### config.mk
export PLATFORM = sky130hd
export DESIGN_NAME = intm_cdb_arb
export DESIGN_NICKNAME = d
export VERILOG_FILES = /design/src/rtl/intm_cdb_arb_pkg.sv /design/src/rtl/intm_cdb_fifo.sv /design/src/rtl/intm_cdb_arb.sv
export SDC_FILE = /design/constraint.sdc
export NUM_CORES = 1
export LEC_CHECK = 0
export BUFFER_PORTS_ARGS = -buffer_cell sky130_fd_sc_hd__buf_4
export CAP_MARGIN = 20
export CELL_PAD_IN_SITES_DETAIL_PLACEMENT = 0
export CELL_PAD_IN_SITES_GLOBAL_PLACEMENT = 1
export CORE_ASPECT_RATIO = 1.1
export CORE_MARGIN = 2
export CORE_UTILIZATION = 51
export DETAILED_ROUTE_END_ITERATION = 8
export HOLD_SLACK_MARGIN = 0.06
export PLACE_DENSITY_LB_ADDON = 0.2
export RECOVER_POWER = 25
export SETUP_SLACK_MARGIN = 0.4
export SLEW_MARGIN = 20
export SYNTH_ARGS = -nofsm -noshare
export SYNTH_HDL_FRONTEND = slang
export SYNTH_SLANG_ARGS = --single-unit
### constraint.sdc
create_clock -name clk -period 6.82 [get_ports clk]
set_input_delay 0.341 -clock clk [delete_from_list [all_inputs] [get_ports clk]]
set_output_delay 0.341 -clock clk [all_outputs]
set_load 0.005 [all_outputs]
### src/rtl/intm_cdb_arb_pkg.sv
// Shared types and default parameters for the integer mul/div CDB arbiter.
// Latency: n/a (types and constants only).
// Backpressure: n/a.
//
// Contents:
//   fu_cdb_reg_t          - result payload carried from a functional unit to the CDB
//   INTM_CDB_FIFO_DEPTH   - default entries per source FIFO
//   INTM_CDB_STARVE_LIMIT - default lost-arbitration limit for the multiply source
package intm_cdb_arb_pkg;

    localparam int INTM_CDB_FIFO_DEPTH   = 2;
    localparam int INTM_CDB_STARVE_LIMIT = 4;

    localparam int ROB_ID_W = 6;
    localparam int XLEN     = 32;

    typedef struct packed {
        logic [ROB_ID_W-1:0] rob_id;
        logic [XLEN-1:0]     result;
        logic                exc;
    } fu_cdb_reg_t;

endpackage

### src/rtl/intm_cdb_fifo.sv
// Small synchronous FIFO for one result source, parameterised on payload type and depth.
// Latency: 1 edge from push to head visible (no bypass).
// Backpressure: push_rdy depends on registered count only; a same-cycle pop never raises it.
//
// Ports:
//   clk, rst_n          - clock, async active-low reset (pointers and count cleared)
//   push_vld/push_rdy   - write handshake, push_dat written at tail when both high
//   push_dat            - payload in
//   pop_vld             - consume head this edge (ignored when empty)
//   head_vld/head_dat   - FIFO non-empty / payload at head
//   cnt                 - occupancy, width $clog2(DEPTH)+1
module intm_cdb_fifo #(
    parameter type T     = logic,
    parameter int  DEPTH = 2,
    localparam int AW    = (DEPTH > 1) ? $clog2(DEPTH) : 1,
    localparam int CW    = $clog2(DEPTH) + 1
) (
    input  logic          clk,
    input  logic          rst_n,
    input  logic          push_vld,
    output logic          push_rdy,
    input  T              push_dat,
    input  logic          pop_vld,
    output logic          head_vld,
    output T              head_dat,
    output logic [CW-1:0] cnt
);

    T              mem [DEPTH];
    logic [AW-1:0] wr_ptr;
    logic [AW-1:0] rd_ptr;
    logic          push;
    logic          pop;

    assign push_rdy = (cnt != CW'(DEPTH));
    assign head_vld = (cnt != '0);
    assign head_dat = mem[rd_ptr];
    assign push     = push_vld && push_rdy;
    assign pop      = pop_vld && head_vld;

    // Storage is not reset: entries are only visible through cnt, which is.
    always_ff @(posedge clk) begin
        if (push) begin
            mem[wr_ptr] <= push_dat;
        end
    end

    // DEPTH is a power of two, so the pointers wrap by natural overflow.
    always_ff @(posedge clk or negedge rst_n) begin
        if (!rst_n) begin
            wr_ptr <= '0;
            rd_ptr <= '0;
            cnt    <= '0;
        end else begin
            if (push) begin
                wr_ptr <= wr_ptr + AW'(1);
            end
            if (pop) begin
                rd_ptr <= rd_ptr + AW'(1);
            end
            case ({push, pop})
                2'b10:   cnt <= cnt + CW'(1);
                2'b01:   cnt <= cnt - CW'(1);
                default: cnt <= cnt;
            endcase
        end
    end

endmodule

### src/rtl/intm_cdb_arb.sv
// Arbitrates multiply and divide results onto one CDB slot through a registered output stage.
// Latency: 2 edges minimum (FIFO write, then output register load); 1 result/cycle throughput.
// Backpressure: output holds while cdb_valid && !cdb_ready; source readys reflect FIFO fullness only.
//
// Ports:
//   clk, rst_n                        - clock, async active-low reset
//   mul_valid/mul_ready/mul_data      - multiplier result handshake and payload
//   div_valid/div_ready/div_data      - divider result handshake and payload
//   cdb_ready/cdb_valid/cdb_data      - CDB slot handshake and registered payload
//   mul_cnt, div_cnt                  - per-source FIFO occupancy
//
// Build option: define INTM_CDB_ARB_STARVE_EN to compile in the multiply starvation guard.
// Without it, divide results have strict priority and a divide stream can hold off
// multiply results indefinitely.
module intm_cdb_arb
    import intm_cdb_arb_pkg::*;
#(
    parameter int  FIFO_DEPTH   = INTM_CDB_FIFO_DEPTH,
    parameter int  STARVE_LIMIT = INTM_CDB_STARVE_LIMIT,
    localparam int CW           = $clog2(FIFO_DEPTH) + 1
) (
    input  logic          clk,
    input  logic          rst_n,
    input  logic          mul_valid,
    output logic          mul_ready,
    input  fu_cdb_reg_t   mul_data,
    input  logic          div_valid,
    output logic          div_ready,
    input  fu_cdb_reg_t   div_data,
    input  logic          cdb_ready,
    output logic          cdb_valid,
    output fu_cdb_reg_t   cdb_data,
    output logic [CW-1:0] mul_cnt,
    output logic [CW-1:0] div_cnt
);

    if (FIFO_DEPTH < 2 || (FIFO_DEPTH & (FIFO_DEPTH - 1)) != 0) begin : g_bad_depth
        $error("FIFO_DEPTH must be a power of two >= 2");
    end
    if (STARVE_LIMIT < 1 || STARVE_LIMIT > 15) begin : g_bad_limit
        $error("STARVE_LIMIT must be in 1..15");
    end

    logic        mul_head_vld;
    logic        div_head_vld;
    fu_cdb_reg_t mul_head_dat;
    fu_cdb_reg_t div_head_dat;
    logic        load;
    logic        grant_mul;
    logic        grant_div;
    logic        mul_force;

    intm_cdb_fifo #(
        .T     (fu_cdb_reg_t),
        .DEPTH (FIFO_DEPTH)
    ) u_mul_fifo (
        .clk      (clk),
        .rst_n    (rst_n),
        .push_vld (mul_valid),
        .push_rdy (mul_ready),
        .push_dat (mul_data),
        .pop_vld  (grant_mul),
        .head_vld (mul_head_vld),
        .head_dat (mul_head_dat),
        .cnt      (mul_cnt)
    );

    intm_cdb_fifo #(
        .T     (fu_cdb_reg_t),
        .DEPTH (FIFO_DEPTH)
    ) u_div_fifo (
        .clk      (clk),
        .rst_n    (rst_n),
        .push_vld (div_valid),
        .push_rdy (div_ready),
        .push_dat (div_data),
        .pop_vld  (grant_div),
        .head_vld (div_head_vld),
        .head_dat (div_head_dat),
        .cnt      (div_cnt)
    );

    // The output register can take a new result when it is empty or being drained.
    assign load = !cdb_valid || cdb_ready;

`ifdef INTM_CDB_ARB_STARVE_EN
    // Counts loads where multiply had a result waiting but divide won.
    // Once it reaches the limit the next load with multiply pending goes to multiply,
    // which clears the counter, so saturation is only a safety bound.
    logic [3:0] starve_cnt;

    assign mul_force = (starve_cnt == 4'(STARVE_LIMIT)) && mul_head_vld;

    always_ff @(posedge clk or negedge rst_n) begin
        if (!rst_n) begin
            starve_cnt <= '0;
        end else if (!mul_head_vld || grant_mul) begin
            starve_cnt <= '0;
        end else if (grant_div && (starve_cnt != 4'(STARVE_LIMIT))) begin
            starve_cnt <= starve_cnt + 4'd1;
        end
    end
`else
    assign mul_force = 1'b0;
`endif

    always_comb begin
        grant_mul = 1'b0;
        grant_div = 1'b0;
        if (load) begin
            if (mul_force) begin
                grant_mul = 1'b1;
            end else if (div_head_vld) begin
                grant_div = 1'b1;
            end else if (mul_head_vld) begin
                grant_mul = 1'b1;
            end
        end
    end

    always_ff @(posedge clk or negedge rst_n) begin
        if (!rst_n) begin
            cdb_valid <= 1'b0;
            cdb_data  <= '0;
        end else if (load) begin
            if (grant_mul) begin
                cdb_valid <= 1'b1;
                cdb_data  <= mul_head_dat;
            end else if (grant_div) begin
                cdb_valid <= 1'b1;
                cdb_data  <= div_head_dat;
            end else begin
                // Nothing to send; payload keeps its last value but is not valid.
                cdb_valid <= 1'b0;
            end
        end
    end

endmodule
==> results of run 1 <==
[per-layer routing]
layer | track usage | share of wire | vias up
li1 | - | - | 2443
met1 | 0.271 | 0.42 | 2648
met2 | 0.377 | 0.51 | 196
met4 | 0.0679 | 0.015 | 0
met3 | 0.0361 | 0.061 | 24
met5 | 0 | 0 | -
[area by class of cell]
| cell class | count | area, um^2 | share of cell area |
|---|---|---|---|
| clock buffer | 30 | 569 | 0.0530 |
| clock inverter | 7 | 58.8 | 0.00548 |
| multi-input combinational | 267 | 2160 | 0.201 |
| sequential | 204 | 5890 | 0.548 |
| tap | 200 | 250 | 0.0233 |
| timing repair buffer | 212 | 1810 | 0.169 |
[synthesized netlist by cell type]
cell type / number
and3_1: 2
ha_1: 2
nand2b_1: 3
clkbuf_2: 1
dfrtp_1: 48
mux2_2: 78
o21ai_1: 1
nor2_1: 7
o31ai_2: 2
buf_2: 27
nor2b_1: 1
a31oi_1: 39
nor3_4: 1
or2_1: 2
edfxtp_1: 156
xor2_1: 4
o21ai_2: 1
nor4_2: 1
buf_6: 4
nand3_1: 1
nand2_1: 2
nor4_1: 39
clkbuf_1: 16
o21ai_0: 38
xnor2_1: 6
o31ai_1: 37
[state kept, by name, indices dropped and copies added (netlist names)]
signal / count
cdb_data: 39
u_div_fifo.wr_ptr: 1
u_mul_fifo.mem: 78
u_div_fifo.rd_ptr: 1
u_mul_fifo.wr_ptr: 1
cdb_valid: 1
u_div_fifo.cnt: 2
u_div_fifo.mem: 78
u_mul_fifo.rd_ptr: 1
u_mul_fifo.cnt: 2
[critical path, cell delays in order (launching register included)]
cell	delay (ns)
dfrtp_1	0.50
or2_2	0.70
o21ai_4	1.00
o31ai_1	0.21
[logic make-up after synthesis]
kind of cell,after synthesis,share of synthesized area
XOR/XNOR,10,0.0106
buffers and inverters,48,0.0298
AND/OR/NAND/NOR,59,0.0439
multiplexers,78,0.107
flip-flops,204,0.715
AO/OA/AOI/OAI,118,0.0912
adder cells (fa/ha/maj),2,0.00304
[how the worst max path moves through the flow]
stage                       from              endpoint  slack [ns]  cells after the start
6_report       u_div_fifo.cnt[0]           cdb_data[0]        4.21                      3
5_1_grt        u_div_fifo.cnt[0]           cdb_data[0]        4.08                      3
4_1_cts        u_div_fifo.cnt[0]           cdb_data[0]        4.26                      3
3_5_place_dp   u_div_fifo.cnt[0]           cdb_data[2]        4.27                      3
3_3_place_gp   u_div_fifo.cnt[0]          cdb_data[36]        4.36                      3
2_1_floorplan  u_mul_fifo.cnt[0]  u_mul_fifo.mem[0][0]        3.99                      3
[power groups by stage]
stage	Combinational [mW]	Clock (mW)	Sequential [mW]
floorplan	0.905	0	1.89
global placement	1.27	0	2.02
detailed placement	1.33	0	2.03
CTS	1.37	1.08	2.01
global route	1.47	1.12	2.05
finish	1.35	1.06	2.00
[per-stage QoR]
stage	hold WS [ns]	cells
final	0.249	920
after detailed placement	0.411	804
after CTS	0.234	920
after floorplan	0.0454	519
after global placement	0.402	801
after global routing	0.269	920
[repair_timing]
action                    in CTS  in global routing
hold buffers                  79                  0
resized for setup              0                  0
hold endpoints to repair     204                  0
==> run metrics, run 1 <==
status finished clean; CP Launch Type flip-flop; row count 48; Reg clk slew, reported paths ~0.060 ns; postcts setup bufs 0; CTS Buffer Depth 3; CTS tree done; Worst-Skew Late Latency 0.48 ns; sequential element share of the synthesized area 0.715; Reg power frac 0.454; synthesized cell area 8230 um^2; # nets final roughly 790; Worst VDD drop between 0.2 and 0.3 mV; Synth Area per Inst roughly 16 um^2; placed inst area around 9300 um^2; Yosys top cell area share 0.569; Routability Congestion between 0.7 and 0.8; most common library cell in the layout ignoring fill and taps edfxtp_1; hold-critical path depth 3; r2r setup slk 4.21 ns; remaining routing DRC violations 0; Slew @ Worst Pin roughly 1.1 ns; TritonRoute pass-1 iters 6; Sw Share 0.317; most frequent cells in the layout edfxtp_1, dlygate4sd3_1, mux2_2; CP Max Fanout a little over 40; GRT Residual Overflow 0; clock share of power 0.240; R2R cell count 3; CP Capture Type flip-flop; cell taking the most area after synthesis edfxtp_1; Routed WL approximately 19000 um; H-tree depth 1; Hold Crit Class primary input to flip-flop; Initial Utilization 0.523; Place WS ~4.3 ns; Achievable Freq between 0.3 and 0.4 GHz; Pins Over Slew Limit 0; Synth Net Count around 600; synth top area cells edfxtp_1, dfrtp_1, mux2_2; CP Data Arrival Time a little under 3 ns; Logic pwr share 0.306; DIE AREA roughly 17000 um^2; GRT Total Usage 0.213; clock root buffer clkbuf_16; total CTS buffers 21; P per Cell Area about 400 nW/um^2; Net Switching 1.40 mW; unrepaired setup endpoints after global routing false; Int Pwr 3.01 mW; DR vias between 5000 and 6000; data required time of the critical path 7.14 ns; WHS Endpoint u_div_fifo.wr_ptr; WS Path Type flip-flop to flip-flop; period utilization 0.382; reg-to-reg endpoint cdb_data[0]; I/O Buffers approximately 130; area delta synth->final 30.4%; routed length per instance 20.3 um; Yosys reg bits 204; diode count 0; Core Util, Final 0.682; chip width roughly 130 um; # IOs approximately 130; initial antenna violation count 0; vias in the first global route between 5000 and 6000; Tmin final between 2 and 3 ns; library cells used by synthesis 26; MaxCap Viol Count 0; ANT nets after route 0; Reg-to-Reg Start u_div_fifo.cnt[0]; total power 4.41 mW; Setup TNS 0 ns; final setup fails 0; Mapped Cells 519; largest net degree at the start of global routing between 80 and 90; post-route cell area ~11000 um^2; slew margin rel. 0.256; Num Clock Sinks just over 200; leak pwr 3.89 nW; share of cells above drive strength 1 0.343; Detail Placement HPWL about 11000 um; core area roughly 16000 um^2; worst setup margin around 4.2 ns; Yosys Warn Count 0; Hold Startpoint div_valid; Fin. Hold Viols 0; routed vias/inst roughly 5.8; DRT iter0 DRCs 433; first-pass GRT wire length ~29000 um; Die H 137 um; Setup Skew 0.00910 ns; Filler Cell Count between 1000 and 1500
No activity file was read; power rests on OpenSTA's default activity.
==> inputs of run 2 (changes only) <==
Settings changed: ABC_AREA set to 1, CORE_UTILIZATION 51 to 40.
Clock period 6.82 ns to 2.1 ns, I/O delays scaled along.
==> run metrics, run 2 <==
status finished, violations left; failing checks design-rule violations; CP Capture Type flip-flop; Fin. Hold Viols 0; clock root buffer clkbuf_16; Setup Skew between 0.01 and 0.015 ns; first-pass GRT wire length ~30000 um; Detail Placement HPWL 12100 um; cell taking the most area after synthesis edfxtp_1; Logic pwr share 0.360; TritonRoute pass-1 iters 8; Sw Share 0.354; Worst VDD drop about 0.77 mV; area delta synth->final 34.1%; Mapped Cells 754; clock share of power 0.238; Post-synth top cells nand2_1, edfxtp_1, dfrtp_1; Tmin final 1.63 ns; CP Launch Type flip-flop; synth top area cells edfxtp_1, nand2_1, dfrtp_1; R2R cell count 8; slew margin rel. 0.539; Yosys top cell area share 0.575; Hold Crit Class primary input to flip-flop; Synth Area per Inst roughly 11 um^2; P per Cell Area ~1400 nW/um^2; share of cells above drive strength 1 0.196; Setup crit end u_div_fifo.cnt[1]; GRT Residual Overflow 0; DRT iter0 DRCs between 200 and 300; Reg power frac 0.402; initial antenna violation count 0; Core Util, Final 0.548; biggest regs u_div_fifo.mem: 78 flops, u_mul_fifo.mem: 78 flops, cdb_data: 39 flops; Setup crit start u_div_fifo.cnt[1]; largest net degree at the start of global routing between 40 and 50; Reg-to-Reg Start u_div_fifo.cnt[1]; final setup fails 0; ys async rst share 0.235; WS Path Type flip-flop to flip-flop; Yosys reg bits between 200 and 250; Net Switching roughly 5.4 mW; most common library cell in the layout ignoring fill and taps nand2_1; leak pwr 4.90 nW; routed vias/inst 4.66; # nets final 1059; core area ~20000 um^2; total power between 15 and 20 mW; Worst-Skew Late Latency 0.50 ns; routed length per instance around 16 um; ANT nets after route 0; Int Pwr a little under 10 mW; library cells used by synthesis 20; Synth Flop Type edfxtp_1; Yosys Warn Count 0; Initial Utilization 0.409; Synth Net Count roughly 840; CTS Buffer Depth 3; CP Max Fanout 4; r2r setup slk approximately 0.47 ns; vias in the first global route approximately 6000; Achievable Freq between 0.6 and 0.7 GHz; unrepaired setup endpoints after global routing false; MaxCap Viol Count 0; reg-to-reg endpoint u_div_fifo.cnt[1]; Routability Congestion ~0.80; DR vias between 5000 and 6000; sequential element share of the synthesized area 0.722; # IOs between 100 and 150; CP Data Arrival Time about 2.0 ns; Routed WL roughly 20000 um; I/O Buffers ~130; most frequent cells in the layout nand2_1, edfxtp_1, buf_4; EDFF count, synth about 160; cell with the most instances after synthesis nand2_1; Slew @ Worst Pin 0.691 ns; data required time of the critical path between 2 and 2.5 ns; Reg clk slew, reported paths approximately 0.060 ns; chip width 140 um; Setup TNS 0 ns; diode count 0; H-tree depth 1; DIE AREA between 20000 and 25000 um^2; GRT Total Usage 0.181; CTS tree done; period utilization 0.778; Pins Over Slew Limit 0; remaining routing DRC violations 6; synthesized cell area 8150 um^2; total CTS buffers 22; Die H about 150 um; Num Clock Sinks slightly above 200; row count 54
-- run 2: cells by family after synthesis --
group / Yosys count / synth area share
AO/OA/AOI/OAI: 6 / 0.00369
XOR/XNOR: 6 / 0.00645
adder cells (fa/ha/maj): 2 / 0.00307
buffers and inverters: 48 / 0.0318
flip-flops: 204 / 0.722
AND/OR/NAND/NOR: 488 / 0.233
-- run 2: layout make-up --
class                   count  area [um^2]
flip-flops and latches    204         5890
inverters                  12         47.5
fillers                  1743         9010
repair buffers            232         1940
clock buffers              27          591
multi-input cells         502         2060
clock inverters            11         86.3
well taps                 252          315
-- run 2: how the worst min path moves through the flow --
stage | from | end | slack [ns] | cells after the start
floorplan | rst_n | cdb_data[0] | -0.19 | 0
global placement | rst_n | cdb_data[7] | 0.18 | 1
detailed placement | rst_n | cdb_data[6] | 0.20 | 1
CTS | cdb_ready | u_div_fifo.rd_ptr | 0.12 | 5
global route | cdb_ready | u_div_fifo.rd_ptr | 0.12 | 5
finish | cdb_ready | u_div_fifo.rd_ptr | 0.09 | 5
-- run 2: worst max-delay path, stage by stage, from the launching register on --
cell,delay (ns)
dfrtp_1,0.43
inv_1,0.12
nand2_2,0.09
nand2_2,0.10
inv_1,0.05
ha_1,0.33
a21oi_1,0.12
o21ai_0,0.12
xor2_1,0.16
-- run 2: per-layer routing --
metal / up-vias / wire, um / GRT usage
met2: 117 / 10100 / 0.331
met1: 2758 / 8080 / 0.219
met4: 0 / 255 / 0.0443
li1: 2889 / - / -
met5: - / 0 / 0
met3: 20 / 1080 / 0.0389
-- run 2: repair_timing --
action | in CTS | in global routing
setup endpoints to repair | 0 | 24
hold buffers | 81 | 0
buffers inserted | 0 | 3
hold endpoints to repair | 206 | 0
resized for setup | 0 | 5
-- run 2: power groups by stage --
stage | combinational (mW) | sequential [mW] | clock (mW)
after floorplan | 3.37 | 6.13 | 0
after global placement | 5.30 | 6.17 | 0
after detailed placement | 5.41 | 6.20 | 0
after CTS | 5.55 | 6.13 | 3.72
after global routing | 6.24 | 6.22 | 3.88
final | 5.48 | 6.12 | 3.63
-- run 2: per-stage QoR --
step | cell area (um^2) | setup slack, ns | hold WS (ns) | cells
final | 10900 | 0.467 | 0.0926 | 1240
after global routing | 10900 | 0.392 | 0.115 | 1240
after CTS | 10900 | 0.428 | 0.116 | 1237
after detailed placement | 9450 | 0.438 | 0.197 | 1118
after global placement | 9450 | 0.501 | 0.182 | 1118
after floorplan | 8190 | 0.405 | -0.191 | 754
==> inputs of run 3 (changes only) <==
Settings changed: ABC_AREA 1 to 0, CORE_UTILIZATION 40 to 42.
Clock period 2.1 ns to 1.38 ns, I/O delays scaled along.
==> run metrics, run 3 (synthesis results as in run 1) <==
P per Cell Area ~2200 nW/um^2; CP Launch Type flip-flop; row count 53; vias in the first global route between 5000 and 6000; leak pwr roughly 5 nW; Reg-to-Reg Start u_div_fifo.cnt[1]; period utilization 1.14; Setup TNS -21.68 ns; diode count 0; clock share of power 0.207; CTS Buffer Depth 3; # nets final 906; TritonRoute pass-1 iters 5; Setup crit start u_div_fifo.cnt[1]; most frequent cells in the layout edfxtp_1, buf_4, dlygate4sd3_1; most common library cell in the layout ignoring fill and taps edfxtp_1; unrepaired setup endpoints after global routing true; cts hold-fix bufs 79; Achievable Freq 0.638 GHz; Hold Crit Class primary input to flip-flop; Logic pwr share 0.457; area delta synth->final 59.0%; remaining routing DRC violations 0; Tmin final around 1.6 ns; failing checks negative hold slack, negative setup slack; status finished, violations left; Worst VDD drop approximately 1.1 mV; DR vias roughly 5900; routed length per instance 21.7 um; final setup fails 203; initial antenna violation count 0; worst setup margin -0.188 ns; total CTS buffers 21; routed vias/inst roughly 5.4; Net Switching between 8 and 9 mW; DRT iter0 DRCs between 300 and 400; WS Path Type flip-flop to flip-flop; CTS tree done; Die H about 150 um; Int Pwr ~19 mW; chip width 138 um; biggest regs u_div_fifo.mem: 78 flops, u_mul_fifo.mem: 78 flops, cdb_data: 39 flops; Routability Congestion around 0.74; Sw Share 0.316; post-route cell area roughly 13000 um^2; DIE AREA about 21000 um^2; Reg clk slew, reported paths ~0.06 ns; GRT Total Usage 0.206; CP Max Fanout 22; CP Data Arrival Time 1.95 ns; Pins Over Slew Limit 0; ANT nets after route 0; Detail Placement HPWL between 10000 and 15000 um; Hold Startpoint div_valid; GRT Residual Overflow 0; Slew @ Worst Pin between 0.6 and 0.7 ns; core area approximately 19000 um^2; Reg power frac 0.336; # IOs between 100 and 150; H-tree depth 1; Num Clock Sinks 204; MaxCap Viol Count 0; largest net degree at the start of global routing 49; Worst-Skew Late Latency approximately 0.51 ns; clock root buffer clkbuf_16; Initial Utilization 0.430; Setup Skew roughly 0.021 ns; I/O Buffers ~130; slew margin rel. 0.545; Routed WL around 23000 um; data required time of the critical path around 1.8 ns; share of cells above drive strength 1 0.508; Fin. Hold Viols 2; CP Capture Type flip-flop; final hold slack -0.0237 ns; placed inst area ~10000 um^2; first-pass GRT wire length 32100 um
[run 3: cell types whose count changed in the layout (fill, tap and decap cells not counted), moves of 23 or more]
cell and change:
o31ai_1 +28, clkbuf_4 -23, buf_6 +66, nor4_1 +32, nand2_1 -431, nand3_1 -39, mux2_2 +78, buf_12 +27
a31oi_1 +38
[run 3: worst paths after layout]
path / to / slack, ns / depth (start not counted)
worst max-delay path: cdb_data[3] / -0.19 / 4
worst min-delay path: u_div_fifo.wr_ptr / -0.02 / 4
worst max register to register: cdb_data[3] / -0.19 / 4
worst min register to register: cdb_data[1] / 0.53 / 2
max in group asynchronous: u_div_fifo.rd_ptr / 0.72 / 2
min in group asynchronous: cdb_data[1] / 0.15 / 2
[run 3: power groups by stage]
stage / Clock [mW] / Combinational [mW] / Sequential (mW)
after global placement: 0 / 8.65 / 9.41
after CTS: 5.95 / 10.3 / 9.42
after global routing: 6.19 / 13.7 / 9.65
after detailed placement: 0 / 8.81 / 9.47
after floorplan: 0 / 4.76 / 9.32
final: 5.87 / 13.0 / 9.52
[run 3: per-layer routing]
layer / vias up / track usage / wire length (um) / part of all wire
li1: 2690 / - / - / -
met1: 2968 / 0.265 / 9660 / 0.41
met2: 188 / 0.356 / 12100 / 0.51
met3: 43 / 0.0321 / 1100 / 0.047
met4: 0 / 0.0737 / 654 / 0.028
met5: - / 0 / 0 / 0
[run 3: per-stage QoR]
stage                     utilization  hold slack, ns  power [mW]  setup slack [ns]  std cells
after global routing            0.683         -0.0154        29.5            -0.261       1083
after floorplan                     -          -0.227        14.1            -0.305        519
after global placement          0.526           0.137        18.1            -0.122        895
after CTS                       0.631         -0.0195        25.7            -0.152       1036
final                           0.683         -0.0237        28.3            -0.188       1083
after detailed placement        0.526           0.154        18.3            -0.182        895
[run 3: critical path: stages (launching register included)]
cell and delay, ns:
dfrtp_2 0.40, or2_4 0.28, buf_4 0.23, nor4_1 0.40, o31ai_2 0.12
[run 3: area by class of cell]
class                   instances  area, um^2
flip-flops and latches        204        5890
well taps                     247         309
multi-input cells             267        2490
clock inverters                12         144
fillers                      1318        6070
repair buffers                327        3680
clock buffers                  26         574
[run 3: repair_timing]
action,CTS,global route
hold endpoints to repair,207,2
pin swaps,7,10
gates resized for setup,83,96
endpoints found under the setup margin,250,250
cloned,9,15
buffers inserted,15,32
